**config.mk**
```make
export PLATFORM = sky130hd
export DESIGN_NAME = bp_cce_branch_predict_pc_flat
export DESIGN_NICKNAME = d
export VERILOG_FILES = /design/src/rtl/bp_cce_branch_predict_pc_if.sv /design/src/rtl/bp_cce_branch_predict_pc.sv /design/src/flat_wrapper.sv
export SDC_FILE = /design/constraint.sdc
export NUM_CORES = 1
export LEC_CHECK = 0
export ABC_AREA = 1
export CORE_MARGIN = 5
export CORE_UTILIZATION = 41
export CTS_CLUSTER_SIZE = 30
export DETAILED_ROUTE_END_ITERATION = 6
export GPL_TIMING_DRIVEN = 0
export MAX_ROUTING_LAYER = met4
export PLACE_DENSITY = 0.75
export SLEW_MARGIN = 10
export SYNTH_ARGS = -nofsm -noshare
export SYNTH_HDL_FRONTEND = slang
export SYNTH_SLANG_ARGS = --single-unit
export TNS_END_PERCENT = 20
```
**constraint.sdc**
```tcl
create_clock -name clk_i -period 2.3 [get_ports clk_i]
set_clock_uncertainty 0.05 [all_clocks]
set_input_delay 0.345 -clock clk_i [delete_from_list [all_inputs] [get_ports clk_i]]
set_output_delay 0.345 -clock clk_i [all_outputs]
set_load 0.1 [all_outputs]
```
**src/rtl/bp_cce_branch_predict_pc_if.sv**
```systemverilog
// Fetch/predecode/execute bundle for the CCE microcode PC generator.
// master: upstream side (inst RAM, execute stage); slave: the PC generator.
interface bp_cce_branch_predict_pc_if #(
  parameter int width_p        = 16,
  parameter int cce_pc_width_p = 8
);
  logic                      stall_i;
  logic [cce_pc_width_p-1:0] fetch_pc_o;
  logic                      fetch_pred_taken_o;
  logic                      pd_branch_i;
  logic [cce_pc_width_p-1:0] pd_target_i;
  logic                      ex_v_i;
  logic                      ex_branch_i;
  logic [2:0]                ex_op_i;
  logic [width_p-1:0]        ex_opd_a_i;
  logic [width_p-1:0]        ex_opd_b_i;
  logic [cce_pc_width_p-1:0] ex_pc_i;
  logic [cce_pc_width_p-1:0] ex_target_i;
  logic                      ex_pred_taken_i;
  logic                      branch_res_o;
  logic                      mispredict_o;
  logic [31:0]               stat_branch_o;
  logic [31:0]               stat_mispred_o;

  modport master (
    output stall_i, pd_branch_i, pd_target_i, ex_v_i, ex_branch_i, ex_op_i,
           ex_opd_a_i, ex_opd_b_i, ex_pc_i, ex_target_i, ex_pred_taken_i,
    input  fetch_pc_o, fetch_pred_taken_o, branch_res_o, mispredict_o,
           stat_branch_o, stat_mispred_o
  );

  modport slave (
    input  stall_i, pd_branch_i, pd_target_i, ex_v_i, ex_branch_i, ex_op_i,
           ex_opd_a_i, ex_opd_b_i, ex_pc_i, ex_target_i, ex_pred_taken_i,
    output fetch_pc_o, fetch_pred_taken_o, branch_res_o, mispredict_o,
           stat_branch_o, stat_mispred_o
  );
endinterface

```
**src/rtl/bp_cce_branch_predict_pc.sv**
```systemverilog
// CCE microcode PC generator: BHT-based branch prediction at fetch,
// branch resolution and redirect/training at execute.
// Optional branch statistics counters: define BP_CCE_BRANCH_STATS_EN.

// One 2-bit saturating BHT counter.
module bp_cce_bht_ctr (
  input  logic       clk_i,
  input  logic       reset_n_i,
  input  logic       inc_i,
  input  logic       dec_i,
  output logic [1:0] ctr_o
);
  // Saturating up/down count; reset to weakly not-taken.
  always_ff @(posedge clk_i or negedge reset_n_i) begin
    if (!reset_n_i)                     ctr_o <= 2'b01;
    else if (inc_i && ctr_o != 2'b11)   ctr_o <= ctr_o + 2'b01;
    else if (dec_i && ctr_o != 2'b00)   ctr_o <= ctr_o - 2'b01;
  end
endmodule

module bp_cce_branch_predict_pc #(
  parameter int                      width_p        = 16,
  parameter int                      cce_pc_width_p = 8,
  parameter int                      bht_entries_p  = 16,
  parameter logic [cce_pc_width_p-1:0] reset_pc_p   = '0
) (
  input logic                        clk_i,
  input logic                        reset_n_i,
  bp_cce_branch_predict_pc_if.slave  bus
);
  localparam int idx_w = $clog2(bht_entries_p);

  logic [cce_pc_width_p-1:0]          pc_r;
  logic [bht_entries_p-1:0][1:0]      bht;
  logic [idx_w-1:0]                   fetch_idx, ex_idx;
  logic                               pred;
  logic                               eq, ltu, lts, cmp;
  logic                               resolved, mispred;

  assign fetch_idx = pc_r[idx_w-1:0];
  assign ex_idx    = bus.ex_pc_i[idx_w-1:0];

  // Prediction reads the pre-update counter; training lands next cycle.
  assign pred = bus.pd_branch_i & bht[fetch_idx][1];

  assign eq  = (bus.ex_opd_a_i == bus.ex_opd_b_i);
  assign ltu = (bus.ex_opd_a_i <  bus.ex_opd_b_i);
  assign lts = ($signed(bus.ex_opd_a_i) < $signed(bus.ex_opd_b_i));

  // Branch condition by compare mode; codes 6 and 7 never take.
  always_comb begin
    cmp = 1'b0;
    case (bus.ex_op_i)
      3'd0:    cmp = eq;
      3'd1:    cmp = ~eq;
      3'd2:    cmp = ltu;
      3'd3:    cmp = ltu | eq;
      3'd4:    cmp = lts;
      3'd5:    cmp = lts | eq;
      default: cmp = 1'b0;
    endcase
  end

  assign resolved = bus.ex_v_i & bus.ex_branch_i;
  assign mispred  = resolved & (cmp != bus.ex_pred_taken_i);

  // Per-entry counters; only the entry addressed by the execute PC trains.
  for (genvar e = 0; e < bht_entries_p; e++) begin : g_bht
    logic hit;
    assign hit = resolved & (ex_idx == idx_w'(e));
    bp_cce_bht_ctr u_ctr (
      .clk_i    (clk_i),
      .reset_n_i(reset_n_i),
      .inc_i    (hit & cmp),
      .dec_i    (hit & ~cmp),
      .ctr_o    (bht[e])
    );
  end

  // Next fetch PC: redirect beats stall, stall beats predicted-taken.
  always_ff @(posedge clk_i or negedge reset_n_i) begin
    if (!reset_n_i)         pc_r <= reset_pc_p;
    else if (mispred)       pc_r <= cmp ? bus.ex_target_i
                                        : bus.ex_pc_i + cce_pc_width_p'(1);
    else if (bus.stall_i)   pc_r <= pc_r;
    else if (pred)          pc_r <= bus.pd_target_i;
    else                    pc_r <= pc_r + cce_pc_width_p'(1);
  end

  assign bus.fetch_pc_o         = pc_r;
  assign bus.fetch_pred_taken_o = pred;
  assign bus.branch_res_o       = resolved & cmp;
  assign bus.mispredict_o       = mispred;

`ifdef BP_CCE_BRANCH_STATS_EN
  logic [31:0] n_branch, n_mispred;

  // Resolved-branch and mispredict counters, wrapping at 2^32.
  always_ff @(posedge clk_i or negedge reset_n_i) begin
    if (!reset_n_i) begin
      n_branch  <= '0;
      n_mispred <= '0;
    end else begin
      if (resolved) n_branch  <= n_branch + 32'd1;
      if (mispred)  n_mispred <= n_mispred + 32'd1;
    end
  end

  assign bus.stat_branch_o  = n_branch;
  assign bus.stat_mispred_o = n_mispred;
`else
  assign bus.stat_branch_o  = '0;
  assign bus.stat_mispred_o = '0;
`endif
endmodule

```
**src/flat_wrapper.sv**
```systemverilog
// flat-port wrapper written by rule: the top's interface ports become plain ports
module bp_cce_branch_predict_pc_flat 
#(
  parameter int                      width_p        = 16,
  parameter int                      cce_pc_width_p = 8,
  parameter int                      bht_entries_p  = 16,
  parameter logic [cce_pc_width_p-1:0] reset_pc_p   = '0
)
  (clk_i, reset_n_i, bus_stall_i, bus_pd_branch_i, bus_pd_target_i, bus_ex_v_i, bus_ex_branch_i, bus_ex_op_i, bus_ex_opd_a_i, bus_ex_opd_b_i, bus_ex_pc_i, bus_ex_target_i, bus_ex_pred_taken_i, bus_fetch_pc_o, bus_fetch_pred_taken_o, bus_branch_res_o, bus_mispredict_o, bus_stat_branch_o, bus_stat_mispred_o);
  bp_cce_branch_predict_pc_if #(.width_p(width_p), .cce_pc_width_p(cce_pc_width_p)) bus_i ();
  input logic clk_i;
  input logic reset_n_i;
  input wire logic [$bits(bus_i.stall_i)-1:0] bus_stall_i;
  input wire logic [$bits(bus_i.pd_branch_i)-1:0] bus_pd_branch_i;
  input wire logic [$bits(bus_i.pd_target_i)-1:0] bus_pd_target_i;
  input wire logic [$bits(bus_i.ex_v_i)-1:0] bus_ex_v_i;
  input wire logic [$bits(bus_i.ex_branch_i)-1:0] bus_ex_branch_i;
  input wire logic [$bits(bus_i.ex_op_i)-1:0] bus_ex_op_i;
  input wire logic [$bits(bus_i.ex_opd_a_i)-1:0] bus_ex_opd_a_i;
  input wire logic [$bits(bus_i.ex_opd_b_i)-1:0] bus_ex_opd_b_i;
  input wire logic [$bits(bus_i.ex_pc_i)-1:0] bus_ex_pc_i;
  input wire logic [$bits(bus_i.ex_target_i)-1:0] bus_ex_target_i;
  input wire logic [$bits(bus_i.ex_pred_taken_i)-1:0] bus_ex_pred_taken_i;
  output wire logic [$bits(bus_i.fetch_pc_o)-1:0] bus_fetch_pc_o;
  output wire logic [$bits(bus_i.fetch_pred_taken_o)-1:0] bus_fetch_pred_taken_o;
  output wire logic [$bits(bus_i.branch_res_o)-1:0] bus_branch_res_o;
  output wire logic [$bits(bus_i.mispredict_o)-1:0] bus_mispredict_o;
  output wire logic [$bits(bus_i.stat_branch_o)-1:0] bus_stat_branch_o;
  output wire logic [$bits(bus_i.stat_mispred_o)-1:0] bus_stat_mispred_o;
  assign bus_i.stall_i = bus_stall_i;
  assign bus_i.pd_branch_i = bus_pd_branch_i;
  assign bus_i.pd_target_i = bus_pd_target_i;
  assign bus_i.ex_v_i = bus_ex_v_i;
  assign bus_i.ex_branch_i = bus_ex_branch_i;
  assign bus_i.ex_op_i = bus_ex_op_i;
  assign bus_i.ex_opd_a_i = bus_ex_opd_a_i;
  assign bus_i.ex_opd_b_i = bus_ex_opd_b_i;
  assign bus_i.ex_pc_i = bus_ex_pc_i;
  assign bus_i.ex_target_i = bus_ex_target_i;
  assign bus_i.ex_pred_taken_i = bus_ex_pred_taken_i;
  assign bus_fetch_pc_o = bus_i.fetch_pc_o;
  assign bus_fetch_pred_taken_o = bus_i.fetch_pred_taken_o;
  assign bus_branch_res_o = bus_i.branch_res_o;
  assign bus_mispredict_o = bus_i.mispredict_o;
  assign bus_stat_branch_o = bus_i.stat_branch_o;
  assign bus_stat_mispred_o = bus_i.stat_mispred_o;
  bp_cce_branch_predict_pc #(.width_p(width_p), .cce_pc_width_p(cce_pc_width_p), .bht_entries_p(bht_entries_p), .reset_pc_p(reset_pc_p)) u_core (.clk_i(clk_i), .reset_n_i(reset_n_i), .bus(bus_i));
endmodule
```
==> results.ini, run 1 <==
[sta]
setup_viol=2
period_share_pct=116
grt_setup_unrepaired=true
slew_headroom_pct=34.9
finalSetupTns_ps=-668
max_freq_mhz=376
postLayoutSetupSlackWorst_ps=-361
whs_ps=462
tightest_slew_ps=975
drv_slew=0
hold_violations=0
min_period_ps=2660

[synthesis]
yosys.area_share.simple_pct=24.0
yosysSeqAreaShare_pct=27.7
synth_compound_area_share_pct=15.2
yosys-top-cells-count=nand2_1, inv_1, buf_4, nand3_1, nor2_1
synth_edf_count=0
synth_flop_cell=dfrtp_1
syn_avg_cell_area_sq_um=6.96
yosysUniqueCellTypes=38
synth_top_area_share_pct=16.3
synthAdderAreaFrac_pct=7.13
synth_top_area_cell=dfrtp_1
muxShareOfSynthArea_pct=0
synth_top_family_by_area=simple AND/OR/NAND/NOR gates
yosysWarnings=0
synth_xor_area_share_pct=2.85
synth_most_common_cell=nand2_1
ys_ff_latch=40
synth_cells=530
synth_async_sr_flop_share_pct=100
synthTopCellsByArea=dfrtp_1, buf_4, dfstp_2
synth_area_sq_um=3690

[floorplanning]
rows=34
start_util_pct=42.1
io_pins=141
dieArea_sq_um=11000
die_w_um=105
die_h_um=105
core-area_sq_um=8760

[cells_and_area]
area_growth_pct=49.1
antenna_cells=0
seq_area_sq_um=1030
multiInputGateArea_sq_um=2480
final_net_count=779
drive_gt1_share_pct=35.5
n_fill_cell=758
final_area_sq_um=5500

[detailed_routing]
wl_per_cell_um=12.7
wl_met3_um=616
drt-pass1-iter-count=4
first_iter_violations=162
route.met2.wl_um=5500
vias=3759
routed_wl_um=10200
dr.max_layer_used=met4
drcViolationCount=0
met1_length_um=3960
vias_per_cell=4.69
ant_nets=0

[worst_setup_path]
cpPeakStageDelay_ps=230
cpMaxStageDelayCell=ha_4
crit_chain=buf_6 > ha_4 > a21o_1 > nor2_2 > nand2_2 > nand2_4 > nand2_4 > nand2_2 > nand3_2 > a21oi_4 > nand2_4 > buf_8 > nand2_4 > nand3_4 > buf_6 > clkinvlp_4 > buf_12
startpoint=bus_ex_opd_a_i[7]
worstPathRequired_ps=1900
worst-setup-path-type=in -> out
cp_max_fo=4
r2r_start=u_core.bus.fetch_pc_o[0]
cp-end-kind=output port
path_common_cell=nand2_4
start_kind=input port
arrival_ps=2270

[global_routing]
grt_usage_pct=18.9
grt_pass1_vias=3890
grt_overflow_total=0
antenna_found_initial=0
grt_max_degree=26
grt_pass1_wl_um=17400

[power_and_ir_drop]
powerDensity_nw_per_um2=786
ir_drop_mv=0.406
power.leakage_uw=0.00272
total_power_uw=4320

[flow_run]
max-cap-violations=0

[clocking]
cts_tree=done
numCtsBuffers=5
clockBufferDepth=2
cts-root-buf=clkbuf_8
cts.sinks=40
clk_pin_slew_ps=80
h-tree-depth=2
clkLatencyLatePin_ps=290

[placed_design]
place_congestion=0.832
portBuffers=76
hpwl_um=7920
placed_area_sq_um=5010

[worst_hold_path]
hp-class=in -> async

[outcome]
status=finished with violations
violations=negative setup slack

state kept, by name (all words and copies together), names as in the netlist:
register,count
u_core.g_bht.u_ctr.ctr_o,32
u_core.bus.fetch_pc_o,8
where the power goes:
| part | switching, uW | internal [uW] | leakage, uW |
|---|---|---|---|
| clock | 242 | 212 | 0.0000412 |
| sequential | 195 | 961 | 0.000471 |
| combinational | 1860 | 848 | 0.00220 |
metal layers:
layer  track usage (%)  vias up
li1                  -     1910
met1              21.3     1712
met3              2.22       12
met5                 -        -
met4              4.11        0
met2              35.3      125
through the flow:
step | std cells | utilization, % | setup WS [ps]
global placement | 777 | 57.0 | -2040
detailed placement | 778 | 57.2 | -2120
finish | 801 | 62.7 | -361
floorplan | 593 | - | -454
CTS | 805 | 62.1 | -353
global route | 801 | 62.7 | -459
critical path: cells and delay by family:
family / cells / cell delay [ps]
buffers and inverters: 5 / 590
AO/OA/AOI/OAI: 2 / 350
AND/OR/NAND/NOR: 9 / 740
adder cells (fa/ha/maj): 1 / 230
logic make-up after synthesis:
group,count (synthesis)
simple gates,203
buf+inv,155
compound gates,98
flops,40
fa+ha+maj,21
xor+xnor,12
other cells,1
area by class of cell:
| class | count | share of cell area [%] |
|---|---|---|
| well taps | 108 | 2.46 |
| inverters | 79 | 5.74 |
| multi-input cells | 398 | 45.1 |
| clock buffers | 6 | 1.32 |
| clock inverters | 2 | 0.228 |
| flip-flops and latches | 40 | 18.8 |
| plain buffers | 75 | 10.7 |
| repair buffers | 93 | 15.7 |
final timing paths:
check	endpoint	slack [ps]	cells past startpoint
worst max-delay path	bus_mispredict_o	-360	17
worst min-delay path	u_core.g_bht[9].u_ctr.ctr_o[1]	460	2
worst max register to register	u_core.bus.fetch_pc_o[0]	120	15
worst min register to register	u_core.g_bht[6].u_ctr.ctr_o[0]	480	2
max in group asynchronous	u_core.g_bht[4].u_ctr.ctr_o[0]	1190	3
min in group clk_i	u_core.g_bht[6].u_ctr.ctr_o[0]	480	2
timing repair:
| item | CTS | global route |
|---|---|---|
| hold buffers | 1 | 0 |
| endpoints found under the hold margin | 12 | 0 |
| gates resized for setup | 229 | 40 |
| buffers inserted | 18 | 0 |
| setup endpoints to repair | 45 | 45 |
| pin swaps | 56 | 8 |
| cloned | 0 | 0 |
cells in the final DEF (no fill, tap or decap), types with 4 or more instances in the layout:
cell type,instances
buf_12,4
a21oi_1,18
o21ai_0,18
nor2_1,38
ha_4,15
nand2_1,77
o21ai_1,19
o21ai_2,11
conb_1,64
nand3_1,44
nor2_4,4
ha_1,6
inv_1,58
nor2_2,6
o22ai_1,10
a21oi_2,6
buf_4,80
xnor2_1,4
nand2_2,9
nand2_4,8
inv_2,15
dfstp_2,16
xor2_1,8
clkbuf_8,5
buf_2,19
dfrtp_1,20
clkdlybuf4s50_1,35
nand3_2,7
buf_6,16
Power figures use the tool's default switching activity.
==> run 2: changes to the inputs <==
Settings changed: CELL_PAD_IN_SITES_DETAIL_PLACEMENT from default to 1, CELL_PAD_IN_SITES_GLOBAL_PLACEMENT from default to 1, CORE_UTILIZATION 41 to 28.
==> results.ini, run 2 (synthesis results as in run 1) <==
[sta]
finalSetupTns_ps=-4400  ; was -668 ps
period_share_pct=119  ; was 116%
min_period_ps=2750  ; was 2660 ps
setup_viol=41  ; was 2
postLayoutSetupSlackWorst_ps=-448  ; was -361 ps
drv_slew=0  ; unchanged
max_freq_mhz=364  ; was 376 MHz
grt_setup_unrepaired=true  ; unchanged
whs_ps=479  ; was 462 ps
slew_headroom_pct=33.7  ; was 34.9%
hold_violations=0  ; unchanged
tightest_slew_ps=991  ; was 975 ps

[cells_and_area]
final_net_count=789  ; was 779
largest_reg_flops=32  ; unchanged
drive_gt1_share_pct=38.9  ; was 35.5%
regMostFlops=u_core.g_bht.u_ctr.ctr_o  ; unchanged
fin_cells=878  ; was 801
layout_commonest_cell=buf_4  ; unchanged
mostFrequentLayoutCells=buf_4, nand2_1, conb_1  ; unchanged
area_growth_pct=57.3  ; was 49.1%
antenna_cells=0  ; unchanged
final_area_sq_um=5800  ; was 5500 sq um

[placed_design]
pre_cts_slack_ps=-2180  ; was -2120 ps
placed_area_sq_um=5100  ; was 5010 sq um
place_congestion=0.860  ; was 0.832
portBuffers=76  ; unchanged
hpwl_um=9460  ; was 7920 um
dp_cells=846  ; was 778

[clocking]
cts_tree=done  ; unchanged
clk_pin_slew_ps=60  ; was 80 ps
h-tree-depth=2  ; unchanged
clkLatencyLatePin_ps=290  ; about the same
numCtsBuffers=5  ; unchanged
clockBufferDepth=2  ; unchanged
cts-root-buf=clkbuf_16  ; was clkbuf_8
cts.sinks=40  ; unchanged

[detailed_routing]
ant_nets=0  ; unchanged
routed_wl_um=12500  ; was 10200 um
first_iter_violations=155  ; was 162
vias_per_cell=4.44  ; was 4.69
wl_per_cell_um=14.2  ; was 12.7 um
vias=3898  ; was 3759
drt-pass1-iter-count=4  ; unchanged
drcViolationCount=0  ; unchanged

[floorplanning]
start_util_pct=28.2  ; was 42.1%
rows=42  ; was 34
die_h_um=125  ; was 105 um
dieArea_sq_um=15600  ; was 11000 sq um
die_w_um=125  ; was 105 um
io_pins=141  ; unchanged
core-area_sq_um=13100  ; was 8760 sq um

[power_and_ir_drop]
powerDensity_nw_per_um2=815  ; was 786 nW/um^2
power.leakage_uw=0.00280  ; was 0.00272 uW
ir_drop_mv=0.447  ; was 0.406 mV

[worst_setup_path]
arrival_ps=2350  ; was 2270 ps
crit_chain=clkdlybuf4s15_1 > ha_2 > inv_2 > nand2_2 > nand2_1 > nand2_2 > nand2_2 > nand2_2 > nand2_2 > nand2_4 > nand2_4 > nand2_2 > nand3_2 > a21oi_4 > nand2_4 > buf_8 > nand2_4 > nand3_4 > buf_6 > clkinvlp_4 > buf_12  ; was buf_6 > ha_4 > a21o_1 > nor2_2 > nand2_2 > nand2_4 > nand2_4 > nand2_2 > nand3_2 > a21oi_4 > nand2_4 > buf_8 > nand2_4 > nand3_4 > buf_6 > clkinvlp_4 > buf_12
cpPeakStageDelay_ps=220  ; was 230 ps
r2r_start=u_core.bus.fetch_pc_o[0]  ; unchanged
rrSetupSlack_ps=60  ; was 120 ps
reg2reg_depth=15  ; unchanged
rr_endpoint=u_core.bus.fetch_pc_o[0]  ; unchanged
path_common_cell=nand2_2  ; was nand2_4
start_kind=input port  ; unchanged
cpMaxStageDelayCell=a21oi_4  ; was ha_4
worst-setup-path-type=in -> out  ; unchanged
cp-end-kind=output port  ; unchanged
cp_max_fo=4  ; unchanged
worstPathRequired_ps=1900  ; about the same

[global_routing]
grt_pass1_wl_um=19900  ; was 17400 um
antenna_found_initial=0  ; unchanged
grt_overflow_total=0  ; unchanged
grt_usage_pct=15.6  ; was 18.9%
grt_max_degree=24  ; was 26
grt_pass1_vias=4172  ; was 3890

[outcome]
violations=negative setup slack  ; unchanged
status=finished with violations  ; unchanged

[worst_hold_path]
hp-class=in -> async  ; unchanged

[flow_run]
max-cap-violations=0  ; unchanged

[run 2: worst max path at each step]
stage,from,end,slack [ps],depth (start not counted)
after floorplan,bus_ex_opd_a_i[9],bus_mispredict_o,-450,16
after global placement,bus_ex_opd_b_i[9],bus_mispredict_o,-2090,19
after detailed placement,bus_ex_opd_b_i[9],bus_mispredict_o,-2180,19
after CTS,bus_ex_opd_b_i[7],bus_mispredict_o,-360,18
after global routing,bus_ex_opd_b_i[0],bus_mispredict_o,-580,21
final,bus_ex_opd_b_i[0],bus_mispredict_o,-450,21
[run 2: cell type report]
class	count	area, sq um
fillers	1572	7280
multi-input cells	398	2570
flip-flops and latches	40	1030
repair buffers	103	920
plain buffers	75	598
inverters	79	325
well taps	176	220
clock buffers	5	125
clock inverters	2	12.5
[run 2: per-stage QoR]
stage	total power (uW)	util (%)
final	4730	44.3
after global routing	5010	44.3
after CTS	4570	42.2
after detailed placement	3710	39.0
after global placement	3610	38.9
after floorplan	3100	-
[run 2: repair_timing]
| item | 4_1_cts | 5_1_grt |
|---|---|---|
| pin swaps | 55 | 22 |
| endpoints found under the hold margin | 7 | 0 |
| resized for setup | 206 | 82 |
| buffers inserted | 16 | 8 |
| gates cloned | 1 | 0 |
| endpoints found under the setup margin | 45 | 43 |
| hold buffers | 1 | 0 |
[run 2: worst max-delay path, delay by kind of cell]
family,cells,cell delay (ps)
simple gates,13,920
compound gates,1,220
buf+inv,6,690
fa+ha+maj,1,170
[run 2: layer usage]
metal	vias up	wire [um]	global-route usage (%)
li1	1919	-	-
met1	1861	5020	17.5
met2	95	6720	28.7
met3	23	453	2.10
met4	0	292	4.84
met5	-	0	-
[run 2: report_power, final]
part / switching (uW) / total [uW] / internal [uW] / leakage (uW)
clock network: 291 / 686 / 394 / 0.0000657
logic: 1950 / 2880 / 924 / 0.00226
registers: 205 / 1170 / 962 / 0.000471
total: 2450 / 4730 / 2280 / 0.00280
